<file path="config.mk">
export PLATFORM = sky130hd
export DESIGN_NAME = pong_duel
export DESIGN_NICKNAME = d
export VERILOG_FILES = /design/src/rtl/pong_duel.sv
export SDC_FILE = /design/constraint.sdc
export NUM_CORES = 1
export LEC_CHECK = 0
export BUFFER_PORTS_ARGS = -buffer_cell sky130_fd_sc_hd__clkbuf_2
export CORE_MARGIN = 3
export CORE_UTILIZATION = 50
export CTS_CLUSTER_DIAMETER = 30
export DETAILED_ROUTE_END_ITERATION = 6
export PLACE_DENSITY = 0.67
export SYNTH_ARGS = -nofsm -noshare
export SYNTH_HDL_FRONTEND = slang
export SYNTH_SLANG_ARGS = --single-unit
</file>
<file path="constraint.sdc">
create_clock -name clk -period 8.8 [get_ports clk]
set_input_delay 1.76 -clock clk [delete_from_list [all_inputs] [get_ports clk]]
set_output_delay 1.76 -clock clk [all_outputs]
set_load 0.01 [all_outputs]
</file>
<file path="src/rtl/pong_duel.sv">
// pong_duel: two-player Pong engine for the VGA pixel pipeline.
// Game state (paddles, ball, scores, serve/play/point/game-over FSM) advances
// only on frame_tick; pixel is a registered object mask with 1-cycle latency.
// Build option: define PONG_AI_EN to have the right paddle track the ball
// automatically (btn_r_up/btn_r_dn are then ignored).
module pong_duel #(
    parameter int SCREEN_W     = 640,
    parameter int SCREEN_H     = 480,
    parameter int X_W          = 10,
    parameter int Y_W          = 9,
    parameter int PADDLE_H     = 48,
    parameter int PADDLE_W     = 8,
    parameter int PADDLE_X     = 16,
    parameter int PADDLE_SPEED = 4,
    parameter int BALL_SIZE    = 8,
    parameter int BALL_SPEED   = 2,
    parameter int SERVE_FRAMES = 60,
    parameter int SCORE_W      = 4,
    parameter int WIN_SCORE    = 7
) (
    input  logic               clk,
    input  logic               rst_n,
    input  logic               frame_tick,
    input  logic               start,
    input  logic               btn_l_up,
    input  logic               btn_l_dn,
    input  logic               btn_r_up,
    input  logic               btn_r_dn,
    input  logic [X_W-1:0]     x,
    input  logic [Y_W-1:0]     y,
    output logic               pixel,
    output logic [SCORE_W-1:0] score_l,
    output logic [SCORE_W-1:0] score_r,
    output logic               game_over
);

    // One extra bit so that stepping past 0 goes negative instead of wrapping.
    typedef logic signed [X_W:0] sx_t;
    typedef logic signed [Y_W:0] sy_t;

    localparam int CNT_W = $clog2(SERVE_FRAMES + 1);

    localparam sx_t X_ZERO     = '0;
    localparam sx_t BALL_X0    = sx_t'((SCREEN_W - BALL_SIZE) / 2);
    localparam sx_t BALL_X_MAX = sx_t'(SCREEN_W - BALL_SIZE);
    localparam sx_t BSZ_X      = sx_t'(BALL_SIZE);
    localparam sx_t BSPD_X     = sx_t'(BALL_SPEED);
    localparam sx_t LPX        = sx_t'(PADDLE_X);
    localparam sx_t RPX        = sx_t'(SCREEN_W - PADDLE_X - PADDLE_W);
    localparam sx_t PW_X       = sx_t'(PADDLE_W);
    localparam sx_t NET_X      = sx_t'(SCREEN_W / 2);

    localparam sy_t Y_ZERO     = '0;
    localparam sy_t BALL_Y0    = sy_t'((SCREEN_H - BALL_SIZE) / 2);
    localparam sy_t BALL_Y_MAX = sy_t'(SCREEN_H - BALL_SIZE);
    localparam sy_t BSZ_Y      = sy_t'(BALL_SIZE);
    localparam sy_t BSPD_Y     = sy_t'(BALL_SPEED);
    localparam sy_t PAD_Y0     = sy_t'((SCREEN_H - PADDLE_H) / 2);
    localparam sy_t PAD_Y_MAX  = sy_t'(SCREEN_H - PADDLE_H);
    localparam sy_t PH_Y       = sy_t'(PADDLE_H);
    localparam sy_t PSPD_Y     = sy_t'(PADDLE_SPEED);

    localparam logic [SCORE_W-1:0] WIN_S      = SCORE_W'(WIN_SCORE);
    localparam logic [CNT_W-1:0]   SERVE_LAST = CNT_W'(SERVE_FRAMES - 1);

    typedef enum logic [1:0] {ST_SERVE, ST_PLAY, ST_POINT, ST_GAMEOVER} state_t;

    state_t             state_reg, state_next;
    logic [CNT_W-1:0]   serve_cnt_reg, serve_cnt_next;
    logic [X_W-1:0]     ball_x_reg, ball_x_next;
    logic [Y_W-1:0]     ball_y_reg, ball_y_next;
    logic               dx_pos_reg, dx_pos_next;
    logic               dy_pos_reg, dy_pos_next;
    logic [Y_W-1:0]     pad_l_reg, pad_l_next;
    logic [Y_W-1:0]     pad_r_reg, pad_r_next;
    logic [SCORE_W-1:0] score_l_reg, score_l_next;
    logic [SCORE_W-1:0] score_r_reg, score_r_next;
    logic               left_scored_reg, left_scored_next;
    logic               pixel_reg, pixel_next;

    sx_t bx_s, nx, xs;
    sy_t by_s, ny, ys, pl_s, pr_s, pl_move, pr_move;
    logic hit_l, hit_r;
    logic [SCORE_W-1:0] score_l_inc, score_r_inc;
    logic pix_ball, pix_l, pix_r, pix_net;

    assign bx_s = $signed({1'b0, ball_x_reg});
    assign by_s = $signed({1'b0, ball_y_reg});
    assign pl_s = $signed({1'b0, pad_l_reg});
    assign pr_s = $signed({1'b0, pad_r_reg});

    function automatic logic [Y_W-1:0] clamp_pad(input sy_t v);
        sy_t c;
        c = v;
        if (v < Y_ZERO)
            c = Y_ZERO;
        else if (v > PAD_Y_MAX)
            c = PAD_Y_MAX;
        return c[Y_W-1:0];
    endfunction

`ifdef PONG_AI_EN
    sy_t ai_err;
    logic unused_btn_r;
    assign unused_btn_r = btn_r_up ^ btn_r_dn;
`endif

    // Unclamped paddle candidates for this frame: button step or ball tracking.
    always_comb begin
        pl_move = pl_s;
        if (btn_l_up && !btn_l_dn)
            pl_move = pl_s - PSPD_Y;
        else if (btn_l_dn && !btn_l_up)
            pl_move = pl_s + PSPD_Y;
        pr_move = pr_s;
`ifdef PONG_AI_EN
        // Steer the paddle centre toward the ball centre; dead band avoids jitter.
        ai_err = (by_s + (BSZ_Y >>> 1)) - (pr_s + (PH_Y >>> 1));
        if (ai_err >= PSPD_Y)
            pr_move = pr_s + PSPD_Y;
        else if (ai_err <= -PSPD_Y)
            pr_move = pr_s - PSPD_Y;
`else
        if (btn_r_up && !btn_r_dn)
            pr_move = pr_s - PSPD_Y;
        else if (btn_r_dn && !btn_r_up)
            pr_move = pr_s + PSPD_Y;
`endif
    end

    // Per-frame game update: FSM, ball motion with bounces, scoring.
    always_comb begin
        state_next       = state_reg;
        serve_cnt_next   = serve_cnt_reg;
        ball_x_next      = ball_x_reg;
        ball_y_next      = ball_y_reg;
        dx_pos_next      = dx_pos_reg;
        dy_pos_next      = dy_pos_reg;
        pad_l_next       = pad_l_reg;
        pad_r_next       = pad_r_reg;
        score_l_next     = score_l_reg;
        score_r_next     = score_r_reg;
        left_scored_next = left_scored_reg;
        nx               = bx_s + (dx_pos_reg ? BSPD_X : -BSPD_X);
        ny               = by_s + (dy_pos_reg ? BSPD_Y : -BSPD_Y);
        hit_l            = 1'b0;
        hit_r            = 1'b0;
        score_l_inc      = score_l_reg + 1'b1;
        score_r_inc      = score_r_reg + 1'b1;
        if (frame_tick) begin
            if (state_reg != ST_GAMEOVER) begin
                pad_l_next = clamp_pad(pl_move);
                pad_r_next = clamp_pad(pr_move);
            end
            case (state_reg)
                ST_SERVE: begin
                    if (serve_cnt_reg == SERVE_LAST) begin
                        state_next     = ST_PLAY;
                        serve_cnt_next = '0;
                    end else begin
                        serve_cnt_next = serve_cnt_reg + 1'b1;
                    end
                end
                ST_PLAY: begin
                    if (ny <= Y_ZERO) begin
                        ny          = Y_ZERO;
                        dy_pos_next = 1'b1;
                    end else if (ny >= BALL_Y_MAX) begin
                        ny          = BALL_Y_MAX;
                        dy_pos_next = 1'b0;
                    end
                    // Collisions use the paddle positions from before this frame's move.
                    hit_l = !dx_pos_reg && (nx <= LPX + PW_X) && (nx + BSZ_X > LPX) &&
                            (ny + BSZ_Y > pl_s) && (ny < pl_s + PH_Y);
                    hit_r = dx_pos_reg && (nx + BSZ_X >= RPX) && (nx < RPX + PW_X) &&
                            (ny + BSZ_Y > pr_s) && (ny < pr_s + PH_Y);
                    if (hit_l) begin
                        nx          = LPX + PW_X;
                        dx_pos_next = 1'b1;
                    end else if (hit_r) begin
                        nx          = RPX - BSZ_X;
                        dx_pos_next = 1'b0;
                    end
                    ball_x_next = nx[X_W-1:0];
                    ball_y_next = ny[Y_W-1:0];
                    if (nx <= X_ZERO) begin
                        state_next       = ST_POINT;
                        left_scored_next = 1'b0;
                    end else if (nx >= BALL_X_MAX) begin
                        state_next       = ST_POINT;
                        left_scored_next = 1'b1;
                    end
                end
                ST_POINT: begin
                    serve_cnt_next = '0;
                    if (left_scored_reg) begin
                        if (score_l_reg < WIN_S)
                            score_l_next = score_l_inc;
                    end else begin
                        if (score_r_reg < WIN_S)
                            score_r_next = score_r_inc;
                    end
                    if ((left_scored_reg ? score_l_inc : score_r_inc) == WIN_S) begin
                        state_next = ST_GAMEOVER;
                    end else begin
                        // Re-serve from the centre, heading toward the player who conceded.
                        state_next  = ST_SERVE;
                        ball_x_next = BALL_X0[X_W-1:0];
                        ball_y_next = BALL_Y0[Y_W-1:0];
                        dx_pos_next = left_scored_reg;
                        dy_pos_next = 1'b1;
                    end
                end
                ST_GAMEOVER: begin
                    if (start) begin
                        state_next     = ST_SERVE;
                        serve_cnt_next = '0;
                        score_l_next   = '0;
                        score_r_next   = '0;
                        ball_x_next    = BALL_X0[X_W-1:0];
                        ball_y_next    = BALL_Y0[Y_W-1:0];
                        dx_pos_next    = 1'b1;
                        dy_pos_next    = 1'b1;
                        pad_l_next     = PAD_Y0[Y_W-1:0];
                        pad_r_next     = PAD_Y0[Y_W-1:0];
                    end
                end
            endcase
        end
    end

    // Game state registers.
    always_ff @(posedge clk) begin
        if (!rst_n) begin
            state_reg       <= ST_SERVE;
            serve_cnt_reg   <= '0;
            ball_x_reg      <= BALL_X0[X_W-1:0];
            ball_y_reg      <= BALL_Y0[Y_W-1:0];
            dx_pos_reg      <= 1'b1;
            dy_pos_reg      <= 1'b1;
            pad_l_reg       <= PAD_Y0[Y_W-1:0];
            pad_r_reg       <= PAD_Y0[Y_W-1:0];
            score_l_reg     <= '0;
            score_r_reg     <= '0;
            left_scored_reg <= 1'b0;
        end else begin
            state_reg       <= state_next;
            serve_cnt_reg   <= serve_cnt_next;
            ball_x_reg      <= ball_x_next;
            ball_y_reg      <= ball_y_next;
            dx_pos_reg      <= dx_pos_next;
            dy_pos_reg      <= dy_pos_next;
            pad_l_reg       <= pad_l_next;
            pad_r_reg       <= pad_r_next;
            score_l_reg     <= score_l_next;
            score_r_reg     <= score_r_next;
            left_scored_reg <= left_scored_next;
        end
    end

    assign xs       = $signed({1'b0, x});
    assign ys       = $signed({1'b0, y});
    assign pix_ball = (xs >= bx_s) && (xs < bx_s + BSZ_X) && (ys >= by_s) && (ys < by_s + BSZ_Y);
    assign pix_l    = (xs >= LPX) && (xs < LPX + PW_X) && (ys >= pl_s) && (ys < pl_s + PH_Y);
    assign pix_r    = (xs >= RPX) && (xs < RPX + PW_X) && (ys >= pr_s) && (ys < pr_s + PH_Y);
    assign pix_net  = (xs == NET_X) && !y[3] && (state_reg != ST_GAMEOVER);
    assign pixel_next = pix_ball || pix_l || pix_r || pix_net;

    // Registered object mask for the colour mux.
    always_ff @(posedge clk) begin
        if (!rst_n)
            pixel_reg <= 1'b0;
        else
            pixel_reg <= pixel_next;
    end

    assign pixel     = pixel_reg;
    assign score_l   = score_l_reg;
    assign score_r   = score_r_reg;
    assign game_over = (state_reg == ST_GAMEOVER);

endmodule

</file>
==> results of run 1 <==
==> worst max-delay path by stage <==
stage / cells past startpoint / end / start
after floorplan: 25 / ball_x_reg[1] / dy_pos_reg
after global placement: 22 / ball_x_reg[5] / dy_pos_reg
after detailed placement: 22 / ball_x_reg[5] / dy_pos_reg
after CTS: 22 / ball_x_reg[5] / dy_pos_reg
after global routing: 22 / ball_x_reg[5] / dy_pos_reg
final: 22 / ball_x_reg[5] / dy_pos_reg
==> layer usage <==
| metal | wire length [µm] | vias up | share of wire [%] | track usage, % |
|---|---|---|---|---|
| li1 | - | 3241 | - | - |
| met1 | 9130 | 3132 | 47 | 36.3 |
| met2 | 8810 | 241 | 45 | 43.2 |
| met3 | 1090 | 33 | 5.6 | 4.41 |
| met4 | 342 | 0 | 1.8 | 7.91 |
| met5 | 0 | - | 0 | 0 |
==> metrics by stage <==
stage | std cells | power (W) | worst slack (ns) | utilization [%]
after floorplan | 856 | 0.000338 | 3.72 | -
after global placement | 1041 | 0.000368 | 3.05 | 54.5
after detailed placement | 1041 | 0.000373 | 2.84 | 54.5
after CTS | 1056 | 0.000752 | 2.79 | 56.9
after global routing | 1056 | 0.000779 | 2.23 | 56.9
final | 1056 | 0.000750 | 2.65 | 56.9
==> cell usage after synthesis (4+ instances only) <==
master / number
sky130_fd_sc_hd__clkbuf_1: 19
sky130_fd_sc_hd__inv_1: 61
sky130_fd_sc_hd__a311oi_1: 5
sky130_fd_sc_hd__nand2b_1: 9
sky130_fd_sc_hd__and3_1: 7
sky130_fd_sc_hd__o21ai_1: 5
sky130_fd_sc_hd__xor2_1: 9
sky130_fd_sc_hd__a21o_1: 13
sky130_fd_sc_hd__a22oi_1: 4
sky130_fd_sc_hd__ha_1: 124
sky130_fd_sc_hd__dfxtp_1: 57
sky130_fd_sc_hd__a2111oi_0: 5
sky130_fd_sc_hd__and2_1: 9
sky130_fd_sc_hd__nor2_1: 72
sky130_fd_sc_hd__nand3_1: 34
sky130_fd_sc_hd__nand2_1: 54
sky130_fd_sc_hd__a211oi_1: 5
sky130_fd_sc_hd__o2111ai_1: 7
sky130_fd_sc_hd__nor2b_1: 16
sky130_fd_sc_hd__o211ai_1: 10
sky130_fd_sc_hd__a32oi_1: 6
sky130_fd_sc_hd__nor3_1: 13
sky130_fd_sc_hd__o22ai_1: 5
sky130_fd_sc_hd__or3_1: 5
sky130_fd_sc_hd__nor4_1: 8
sky130_fd_sc_hd__o21a_1: 9
sky130_fd_sc_hd__xnor2_1: 34
sky130_fd_sc_hd__o21ai_0: 47
sky130_fd_sc_hd__a21oi_1: 62
sky130_fd_sc_hd__nor4b_1: 6
sky130_fd_sc_hd__mux2i_1: 5
sky130_fd_sc_hd__or4_1: 5
sky130_fd_sc_hd__a31oi_1: 11
sky130_fd_sc_hd__o21bai_1: 6
sky130_fd_sc_hd__o31ai_1: 10
sky130_fd_sc_hd__nand4_1: 13
==> cell type report <==
type                    instances  area (µm²)  area share [%]
well taps                     172         215            2.92
clock inverters                 5        80.1            1.09
repair buffers                 39         203            2.75
clock buffers                  10         239            3.25
inverters                      62         233            3.16
multi-input cells             711        5250            71.3
flip-flops and latches         57        1140            15.5
==> cell families after synthesis <==
logic type,Yosys count,synth area share (%)
AOI/OAI and AO/OA,259,26.4
adders and majority gates,126,23.6
buffers and inverters,88,5.29
xor gates and xnor gates,45,6.07
muxes,5,0.742
DFF,57,16.9
other,1,0.0556
and+or+nand+nor,274,20.9
==> power by group through the flow <==
stage          registers (W)  logic [W]  clock network (W)
3_3_place_gp        0.000271  0.0000970                  0
2_1_floorplan       0.000270  0.0000681                  0
5_1_grt             0.000267   0.000116           0.000396
4_1_cts             0.000266   0.000102           0.000384
3_5_place_dp        0.000271   0.000101                  0
6_report            0.000266   0.000103           0.000381
==> layout by cell type, fill, tap and decap left out, types with 6 or more instances in the layout <==
| cell type | count |
|---|---|
| sky130_fd_sc_hd__and2_1 | 9 |
| sky130_fd_sc_hd__o21bai_1 | 6 |
| sky130_fd_sc_hd__nand4_1 | 13 |
| sky130_fd_sc_hd__and3_1 | 7 |
| sky130_fd_sc_hd__nor4b_1 | 6 |
| sky130_fd_sc_hd__nor2b_1 | 16 |
| sky130_fd_sc_hd__o2111ai_1 | 7 |
| sky130_fd_sc_hd__ha_1 | 124 |
| sky130_fd_sc_hd__a21oi_1 | 62 |
| sky130_fd_sc_hd__nand2b_1 | 9 |
| sky130_fd_sc_hd__a21o_1 | 13 |
| sky130_fd_sc_hd__nand3_1 | 34 |
| sky130_fd_sc_hd__nand2_1 | 54 |
| sky130_fd_sc_hd__clkbuf_16 | 9 |
| sky130_fd_sc_hd__a31oi_1 | 11 |
| sky130_fd_sc_hd__o211ai_1 | 10 |
| sky130_fd_sc_hd__xnor2_1 | 34 |
| sky130_fd_sc_hd__inv_1 | 61 |
| sky130_fd_sc_hd__o21ai_0 | 47 |
| sky130_fd_sc_hd__nor3_1 | 13 |
| sky130_fd_sc_hd__dfxtp_1 | 57 |
| sky130_fd_sc_hd__clkbuf_2 | 36 |
| sky130_fd_sc_hd__xor2_1 | 9 |
| sky130_fd_sc_hd__a32oi_1 | 6 |
| sky130_fd_sc_hd__o21a_1 | 9 |
| sky130_fd_sc_hd__o31ai_1 | 10 |
| sky130_fd_sc_hd__nor4_1 | 8 |
| sky130_fd_sc_hd__nor2_1 | 72 |
==> critical path: stages (launching register included) <==
cell,delay (ns)
sky130_fd_sc_hd__dfxtp_1,0.35
sky130_fd_sc_hd__inv_1,0.20
sky130_fd_sc_hd__fa_1,0.47
sky130_fd_sc_hd__a21o_1,0.19
sky130_fd_sc_hd__a21oi_1,0.27
sky130_fd_sc_hd__o21a_1,0.20
sky130_fd_sc_hd__nor2_1,0.07
sky130_fd_sc_hd__a21oi_1,0.35
sky130_fd_sc_hd__o211ai_1,0.20
sky130_fd_sc_hd__a211oi_2,0.48
sky130_fd_sc_hd__o21bai_1,0.25
sky130_fd_sc_hd__inv_1,0.16
sky130_fd_sc_hd__ha_1,0.20
sky130_fd_sc_hd__nand3_1,0.10
sky130_fd_sc_hd__o31ai_1,0.43
sky130_fd_sc_hd__ha_1,0.34
sky130_fd_sc_hd__nand4_1,0.10
sky130_fd_sc_hd__nor2_1,0.06
sky130_fd_sc_hd__a2111oi_0,0.39
sky130_fd_sc_hd__o311ai_0,0.25
sky130_fd_sc_hd__a311o_1,0.57
sky130_fd_sc_hd__a21boi_1,0.22
sky130_fd_sc_hd__o32a_1,0.18
==> metrics, run 1 <==
leakage power of the design=3.26 nW; share of cells above drive strength 1=between 9 and 10%; DRC errors left=0; origin of the worst min-delay path=score_r[1]; unrepaired setup endpoints after global routing=false; vias in the first global route=roughly 6.4k; async set or reset register ratio after synthesis=0%; dominant cell type by area after synthesis=sky130_fd_sc_hd__ha_1; fin crit share=between 60% and 70%; sequential fraction of design power=35.5%; cts hold-fix bufs=0; clock-pin slew on the worst setup and hold paths=roughly 0.050 ns; Congestion Overflow GR=0; EDFF count, synth=0; drt total wl=slightly below 20000 µm; Req. time, crit path=~9.0 ns; post-CTS setup buffers=0; Routed WL per cell=between 15 and 20 µm; fill count=about 1.2k; Max-cap violations=0; count of H-tree levels built during CTS=3; terminus of the critical flop-to-flop path=ball_x_reg[5]; TritonCTS clock tree=built; GP Congestion=between 0.8 and 0.9; maximum achievable frequency=163 MHz; initial standard-cell utilization of the core=around 52%; routed vias/inst=6.29; Post-DP Area=7040 µm²; average footprint of a synthesized cell=approximately 8 µm²; Mapped Area=6750 µm²; pin count of the biggest net entering global routing=29; number of antenna violations at the first check in global routing=0; total of flip-flops plus latches after synthesis=57; hold violation total from the final report=0; Port Buffer Count=36; worst min-delay path class=reg2reg; Worst Path Class, Setup=reg2reg; core outline area=12900 µm²; switching component of the power=a little under 0.0002 W; FF-to-FF Start=dy_pos_reg; boundary pin count=37; Largest register FFs=10; Final setup viols=0; areal power density over the cells=around 100 nW/µm²; number of instances resized during post-cts repair=0; Max-Slew Margin vs Limit=13.8%; kind of end point of the critical path=register; Post-synth top flop=sky130_fd_sc_hd__dfxtp_1; cells after synthesis=roughly 860; switching part of the total power=between 20% and 30%; wire length of the first global-routing pass=roughly 32000 µm; number of synthesis warnings=0; total inserted antenna cells=0; Worst-Skew Late Latency=between 0.3 and 0.4 ns; combinational share of power=between 10% and 20%; TritonCTS buffer count=9; endpoint with the worst hold slack=score_r[1]; vias=approximately 6.6k; pin slew with the least headroom to its limit=approximately 1.3 ns; Internal Pwr Total=around 0.00056 W; share of the yosys chip area belonging to registers=16.9%; clk buf depth=2; maximum fanout along the worst path=14; critical path arrival=between 6 and 7 ns; Tot GR Track Use=a little over a quarter; final layout net count=between 1k and 1.5k; initial detailed-routing violation count=around 450; fin crit period=between 6 and 7 ns; post-route standard cell area excluding fillers=around 7400 µm²; hold_ws=roughly 0.5 ns; count of pins over their slew limit=0; Reg2Reg Depth=22; growth of design area from synthesis to finish=9.14%; Worst Hold Depth=2; r2r setup slk=2.65 ns; critical path launch point type=register; status=finished, final reports clean; accumulated negative setup slack=0 ns; Synth top area share=between 20% and 30%; CTS Sinks=57; clock tree root driver cell=sky130_fd_sc_hd__clkbuf_16; peak supply drop=a little under 0.09 mV; Yosys cell types=93; Synth area leaders=sky130_fd_sc_hd__ha_1 (23%), sky130_fd_sc_hd__dfxtp_1 (17%), sky130_fd_sc_hd__a21oi_1 (4.6%), sky130_fd_sc_hd__xnor2_1 (4.4%), sky130_fd_sc_hd__nor2_1 (4.0%); relative contribution of the clock network to total power=between 50 and 60%; clk_skew=just under 0.008 ns; antenna-violating nets left=0; Die Width=around 120 µm; placed wire-length estimate=about 15000 µm; Die Y-Extent=roughly 120 µm; Detailed Routing Iterations Pass 1=5; Die Footprint=roughly 15000 µm²; number of rows created at floorplan=~40
Note: power is estimated with default switching activity, not from simulation.
==> run 2: changes to the inputs <==
==> constraint.sdc (replaced) <==
create_clock -name clk -period 6.4 [get_ports clk]
set_input_delay 1.28 -clock clk [delete_from_list [all_inputs] [get_ports clk]]
set_output_delay 1.28 -clock clk [all_outputs]
set_load 0.01 [all_outputs]
==> run 2 against run 1 <==
- non-clock buffer count increased by 1
- flip-flop and latch count unchanged
- worst hold slack better by 0.0088 ns
- via count fell by 1.0%
- clock power increased by 30%
- final area barely moved
- first-iteration DRC count rose by 24%
- critical path type unchanged
==> metrics, run 2 (same netlist as run 1, synthesis figures left out) <==
status=finished, final reports clean; Reg2Reg Depth=23; FF-to-FF Start=dy_pos_reg; origin of the worst min-delay path=pad_l_reg[1]; total inserted antenna cells=0; Detailed Routing Iterations Pass 1=5; count of pins over their slew limit=0; number of rows created at floorplan=slightly above 40; placed wire-length estimate=approximately 15000 µm; growth of design area from synthesis to finish=9.22%; WP depth=23; Worst Path Class, Setup=reg2reg; CP delay by family, top=compound AO/OA/AOI/OAI gates; Routed WL per cell=about 18 µm; cts hold-fix bufs=0; number of antenna violations at the first check in global routing=0; Max-Slew Margin vs Limit=a little under two fifths; Port Buffer Count=36; final layout net count=approximately 1.0k; clock tree root driver cell=sky130_fd_sc_hd__clkbuf_16; Tot GR Track Use=approximately a quarter; unrepaired setup endpoints after global routing=false; initial detailed-routing violation count=559; fin crit period=6.14 ns; top library cells by usage in the layout, fill and taps aside=sky130_fd_sc_hd__ha_1 (124), sky130_fd_sc_hd__nor2_1 (72), sky130_fd_sc_hd__a21oi_1 (62), sky130_fd_sc_hd__inv_1 (61), sky130_fd_sc_hd__dfxtp_1 (57); critical path launch point type=register; TritonCTS buffer count=9; fin crit share=96.0%; TritonCTS clock tree=built; vias in the first global route=between 6k and 7k; PnR Total Power=0.00100 W; initial standard-cell utilization of the core=52.2%; total instance count after detailed placement=1041; clk buf depth=2; accumulated negative setup slack=0 ns; peak supply drop=between 0.1 and 0.15 mV; clock-pin slew on the worst setup and hold paths=about 0.05 ns; DRC errors left=0; count of H-tree levels built during CTS=3; maximum fanout along the worst path=14; Congestion Overflow GR=0; antenna-violating nets left=0; GP Congestion=0.901; clk_skew=0.00850 ns; Die Y-Extent=approximately 120 µm; vias=about 6.6k; filler-free cell count of the finished design=between 1k and 1.5k; slowest stage cell on the critical path=sky130_fd_sc_hd__a311o_2; ordered list of cells on the worst path=inv_1 > fa_1 > a21o_1 > a21oi_1 > o21a_1 > nor2_1 > a21oi_1 > o211ai_1 > a211oi_4 > o21bai_1 > inv_1 > ha_1 > nand3_1 > o31ai_1 > o31ai_1 > ha_1 > nand4_1 > nor2_1 > a2111oi_0 > o311ai_0 > a311o_2 > and3_1 > a31oi_1; worst min-delay path class=reg2reg; areal power density over the cells=136 nW/µm²; endpoint with the worst hold slack=pad_l_reg[1]; CP max stage delay=0.55 ns; Max-cap violations=0; wire length of the first global-routing pass=31700 µm; critical path arrival=roughly 6.4 ns; hold violation total from the final report=0; r2r setup slk=between 0.2 and 0.3 ns; Worst-Skew Late Latency=between 0.3 and 0.4 ns; count of buffering cells on the critical path with inverters included=2; most common cell after layout, fill and taps aside=sky130_fd_sc_hd__ha_1; CTS Sinks=57; drt total wl=~19000 µm; Worst Hold Depth=1; kind of end point of the critical path=register; maximum achievable frequency=approximately 160 MHz; Die Footprint=between 10000 and 15000 µm²; core outline area=12900 µm²; Die Width=between 100 and 150 µm; Req. time, crit path=between 6 and 7 ns; pin slew with the least headroom to its limit=between 0.9 and 1 ns; terminus of the critical flop-to-flop path=state_reg[0]; share of cells above drive strength 1=under 10%; Final setup viols=0; hold_ws=about 0.50 ns; pin count of the biggest net entering global routing=29; Largest register FFs=10; routed vias/inst=a little over 6; leakage power of the design=roughly 3.3 nW; boundary pin count=37
-- run 2: cell types whose count changed in the layout (fill, tap and decap cells not counted), sizes merged --
cell and delta:
clkinv +2, bufinv -1, buf +1
-- run 2: stage by stage --
stage	area (µm²)	worst slack, ns	util [%]
floorplan	6750	1.32	-
global placement	7040	0.667	54.5
detailed placement	7040	0.332	54.5
CTS	7350	0.155	56.9
global route	7370	0.00261	57.0
finish	7370	0.255	57.0
-- run 2: how the worst max path moves through the flow --
stage / startpoint / end
floorplan: dy_pos_reg / ball_x_reg[1]
global placement: dy_pos_reg / ball_x_reg[5]
detailed placement: dy_pos_reg / state_reg[0]
CTS: dy_pos_reg / state_reg[0]
global route: dy_pos_reg / state_reg[0]
finish: dy_pos_reg / state_reg[0]
-- run 2: final cells by class --
class,count,area (µm²)
Sequential cell,57,1140
Clock inverter,6,67.6
Fill cell,1253,5560
Clock buffer,10,239
Tap cell,172,215
Inverter,62,233
Multi-Input combinational cell,711,5260
Timing Repair Buffer,40,210
-- run 2: power breakdown --
group | switching, W | total (W) | leakage [nW] | internal, W
Combinational | 0.0000837 | 0.000141 | 2.66 | 0.0000572
Clock | 0.000184 | 0.000496 | 0.145 | 0.000312
Sequential | 0.00000703 | 0.000366 | 0.461 | 0.000359
Total | 0.000275 | 0.00100 | 3.26 | 0.000728
-- run 2: worst register-to-register path: stages (launching register included) --
cell and delay (ns):
sky130_fd_sc_hd__dfxtp_1 0.37, sky130_fd_sc_hd__inv_1 0.22, sky130_fd_sc_hd__fa_1 0.48, sky130_fd_sc_hd__a21o_1 0.19, sky130_fd_sc_hd__a21oi_1 0.27, sky130_fd_sc_hd__o21a_1 0.20, sky130_fd_sc_hd__nor2_1 0.07, sky130_fd_sc_hd__a21oi_1 0.34
sky130_fd_sc_hd__o211ai_1 0.25, sky130_fd_sc_hd__a211oi_4 0.34, sky130_fd_sc_hd__o21bai_1 0.19, sky130_fd_sc_hd__inv_1 0.14, sky130_fd_sc_hd__ha_1 0.20, sky130_fd_sc_hd__nand3_1 0.10, sky130_fd_sc_hd__o31ai_1 0.24, sky130_fd_sc_hd__o31ai_1 0.17
sky130_fd_sc_hd__ha_1 0.32, sky130_fd_sc_hd__nand4_1 0.09, sky130_fd_sc_hd__nor2_1 0.06, sky130_fd_sc_hd__a2111oi_0 0.52, sky130_fd_sc_hd__o311ai_0 0.33, sky130_fd_sc_hd__a311o_2 0.55, sky130_fd_sc_hd__and3_1 0.21, sky130_fd_sc_hd__a31oi_1 0.21
-- run 2: repair_timing --
| action | 4_1_cts | 5_1_grt |
|---|---|---|
| resized for setup | 0 | 2 |
| setup buffers | 0 | 1 |
| endpoints found under the hold margin | 0 | 0 |
| setup endpoints to repair | 0 | 14 |
-- run 2: metal layers --
metal	vias to the layer above	global-route usage, %	wire (µm)
li1	3242	-	-
met1	3105	36.0	9140
met2	206	44.3	8840
met3	27	3.81	975
met4	0	7.28	270
met5	-	0	0
==> run 3: changes to the inputs <==
--- a/config.mk
+++ b/config.mk
@@ -6,6 +6,7 @@
 export NUM_CORES = 1
 export LEC_CHECK = 0
 export BUFFER_PORTS_ARGS = -buffer_cell sky130_fd_sc_hd__clkbuf_2
+export CORE_ASPECT_RATIO = 1.75
 export CORE_MARGIN = 3
 export CORE_UTILIZATION = 50
 export CTS_CLUSTER_DIAMETER = 30
==> run 3 against run 2 <==
- clock power fell by 2%
- fmax rose by 2.9%
- routed wire length rose by 7.3%
- critical endpoint is now dx_pos_reg
- worst hold slack got worse by 0.0024 ns
- sequential power barely moved
- combinational power barely moved
- core utilization fell by 0.29 points
- die area rose by 0.37%
- global-route usage rose by 1.4 points
- clock skew rose by 0.00074 ns
- critical path depth did not move
- final area rose by 0.63%
==> metrics, run 3 (same netlist as run 1, synthesis figures left out) <==
core outline area=between 10000 and 15000 µm²; number of antenna violations at the first check in global routing=0; peak supply drop=0.118 mV; Final setup viols=0; drt total wl=just over 20000 µm; hold violation total from the final report=0; Routed WL per cell=approximately 19 µm; Die Footprint=between 10000 and 15000 µm²; filler-free cell count of the finished design=approximately 1.1k; Worst Path Class, Setup=reg2reg; share of cells above drive strength 1=approximately a tenth; initial detailed-routing violation count=~290; Req. time, crit path=~6.7 ns; most common cell after layout, fill and taps aside=sky130_fd_sc_hd__ha_1; CP delay by family, top=compound AO/OA/AOI/OAI gates; clk_skew=0.00924 ns; vias in the first global route=between 6k and 7k; sequential fraction of design power=between 30% and 40%; final layout net count=about 1.0k; Largest register FFs=10; total instance count after detailed placement=around 1.0k; unrepaired setup endpoints after global routing=false; origin of the worst min-delay path=pad_l_reg[1]; TritonCTS buffer count=9; boundary pin count=37; maximum achievable frequency=between 150 and 200 MHz; count of H-tree levels built during CTS=3; antenna-violating nets left=0; kind of end point of the critical path=register; vias=6666; Port Buffer Count=36; Reg2Reg Depth=23; TritonCTS clock tree=built; total inserted antenna cells=0; accumulated negative setup slack=0 ns; Max-cap violations=0; count of buffering cells on the critical path with inverters included=1; placed wire-length estimate=around 17000 µm; FF-to-FF Start=dy_pos_reg; pin count of the biggest net entering global routing=31; Worst-Skew Late Latency=0.34 ns; number of rows created at floorplan=55; maximum fanout along the worst path=14; endpoint with the worst hold slack=pad_l_reg[1]; Tot GR Track Use=roughly 28%; slowest stage cell on the critical path=sky130_fd_sc_hd__a311o_2; clk buf depth=2; top library cells by usage in the layout, fill and taps aside=sky130_fd_sc_hd__ha_1 (124), sky130_fd_sc_hd__nor2_1 (72), sky130_fd_sc_hd__a21oi_1 (61), sky130_fd_sc_hd__inv_1 (60), sky130_fd_sc_hd__dfxtp_1 (57); critical path arrival=between 6 and 7 ns; most used cell, CP=sky130_fd_sc_hd__nor2_1; ordered list of cells on the worst path=clkinvlp_4 > fa_1 > a21o_1 > a21oi_1 > o21a_1 > nor2_1 > a21oi_2 > o211ai_1 > a211oi_4 > nor2_1 > nor2_1 > ha_1 > nand3_1 > o31ai_1 > o31ai_2 > ha_1 > nand4_1 > nor2_1 > a2111oi_0 > o311ai_0 > a311o_2 > o221a_2 > o211ai_1; Worst Hold Depth=1; Die Y-Extent=160 µm; CTS Sinks=57; growth of design area from synthesis to finish=9.91%; Die Width=~94 µm; critical path launch point type=register; switching component of the power=about 0.00027 W; DRC errors left=0; r2r setup slk=around 0.43 ns; relative contribution of the clock network to total power=approximately half; Internal Pwr Total=0.000727 W; GP Congestion=~0.97; terminus of the critical flop-to-flop path=dx_pos_reg; Congestion Overflow GR=0; Max-Slew Margin vs Limit=51.8%; fin crit period=between 5 and 6 ns; status=finished, final reports clean; combinational share of power=~14%; clock tree root driver cell=sky130_fd_sc_hd__clkbuf_16; leakage power of the design=about 3.3 nW; clock-pin slew on the worst setup and hold paths=around 0.060 ns; fin crit share=between 90% and 100%; Detailed Routing Iterations Pass 1=5; routed vias/inst=~6.3; switching part of the total power=between 20% and 30%; CP max stage delay=0.53 ns; worst min-delay path class=reg2reg; pin slew with the least headroom to its limit=about 0.72 ns; areal power density over the cells=about 130 nW/µm²; wire length of the first global-routing pass=~34000 µm; initial standard-cell utilization of the core=between 50% and 60%; count of pins over their slew limit=0
## run 3: cell types whose count changed in the layout (fill, tap and decap cells not counted)
cell,previous run,this run
sky130_fd_sc_hd__clkinvlp_4,2,3
sky130_fd_sc_hd__a21oi_1,62,61
sky130_fd_sc_hd__clkinv_4,2,0
sky130_fd_sc_hd__clkbuf_1,0,1
sky130_fd_sc_hd__a2111oi_1,1,0
sky130_fd_sc_hd__a2111oi_0,4,5
sky130_fd_sc_hd__inv_1,61,60
sky130_fd_sc_hd__buf_4,4,10
sky130_fd_sc_hd__o31ai_2,0,1
sky130_fd_sc_hd__o31ai_1,10,9
sky130_fd_sc_hd__a21oi_2,3,4
sky130_fd_sc_hd__clkinv_2,1,2
## run 3: power by group through the flow
stage / Clock [W] / Sequential (W) / Combinational, W
after floorplan: 0 / 0.000371 / 0.0000936
after global placement: 0 / 0.000373 / 0.000137
after detailed placement: 0 / 0.000374 / 0.000142
after CTS: 0.000489 / 0.000366 / 0.000144
after global routing: 0.000505 / 0.000367 / 0.000162
final: 0.000487 / 0.000366 / 0.000143
## run 3: stage by stage
stage | total power (W) | utilization, % | worst slack (ns) | cell area (µm²) | hold slack, ns
after floorplan | 0.000465 | - | 1.32 | 6750 | 0.429
after global placement | 0.000511 | 54.0 | 0.707 | 7060 | 0.467
after detailed placement | 0.000516 | 54.0 | 0.437 | 7060 | 0.483
after CTS | 0.000998 | 56.2 | 0.378 | 7350 | 0.497
after global routing | 0.00103 | 56.7 | 0.0626 | 7410 | 0.514
final | 0.000996 | 56.7 | 0.429 | 7410 | 0.494
## run 3: worst max-delay path by stage
stage / to / slack, ns / from / cells past startpoint
floorplan: ball_x_reg[1] / 1.32 / dy_pos_reg / 25
global placement: ball_x_reg[5] / 0.71 / dy_pos_reg / 22
detailed placement: dx_pos_reg / 0.44 / dy_pos_reg / 22
CTS: dx_pos_reg / 0.38 / dy_pos_reg / 22
global route: ball_x_reg[5] / 0.06 / dy_pos_reg / 23
finish: dx_pos_reg / 0.43 / dy_pos_reg / 23
## run 3: final cells by class
type / count / area (µm²)
Sequential cell: 57 / 1140
Inverter: 62 / 236
Clock buffer: 11 / 243
Tap cell: 171 / 214
Multi-Input combinational cell: 711 / 5270
Clock inverter: 5 / 55.1
Fill cell: 1277 / 5660
Timing Repair Buffer: 46 / 255
## run 3: routing by layer
layer  share of wire, %  up-vias  GRT usage (%)
li1                   -     3255              -
met1                 37     3169           28.7
met2                 54      175           52.6
met3                3.1       67           3.53
met4                5.7        0           16.3
met5                  0        -              0
## run 3: what timing repair did
action	in CTS	in global routing
setup endpoints to repair	0	14
setup buffers	0	5
resized for setup	0	5
hold buffers	0	0
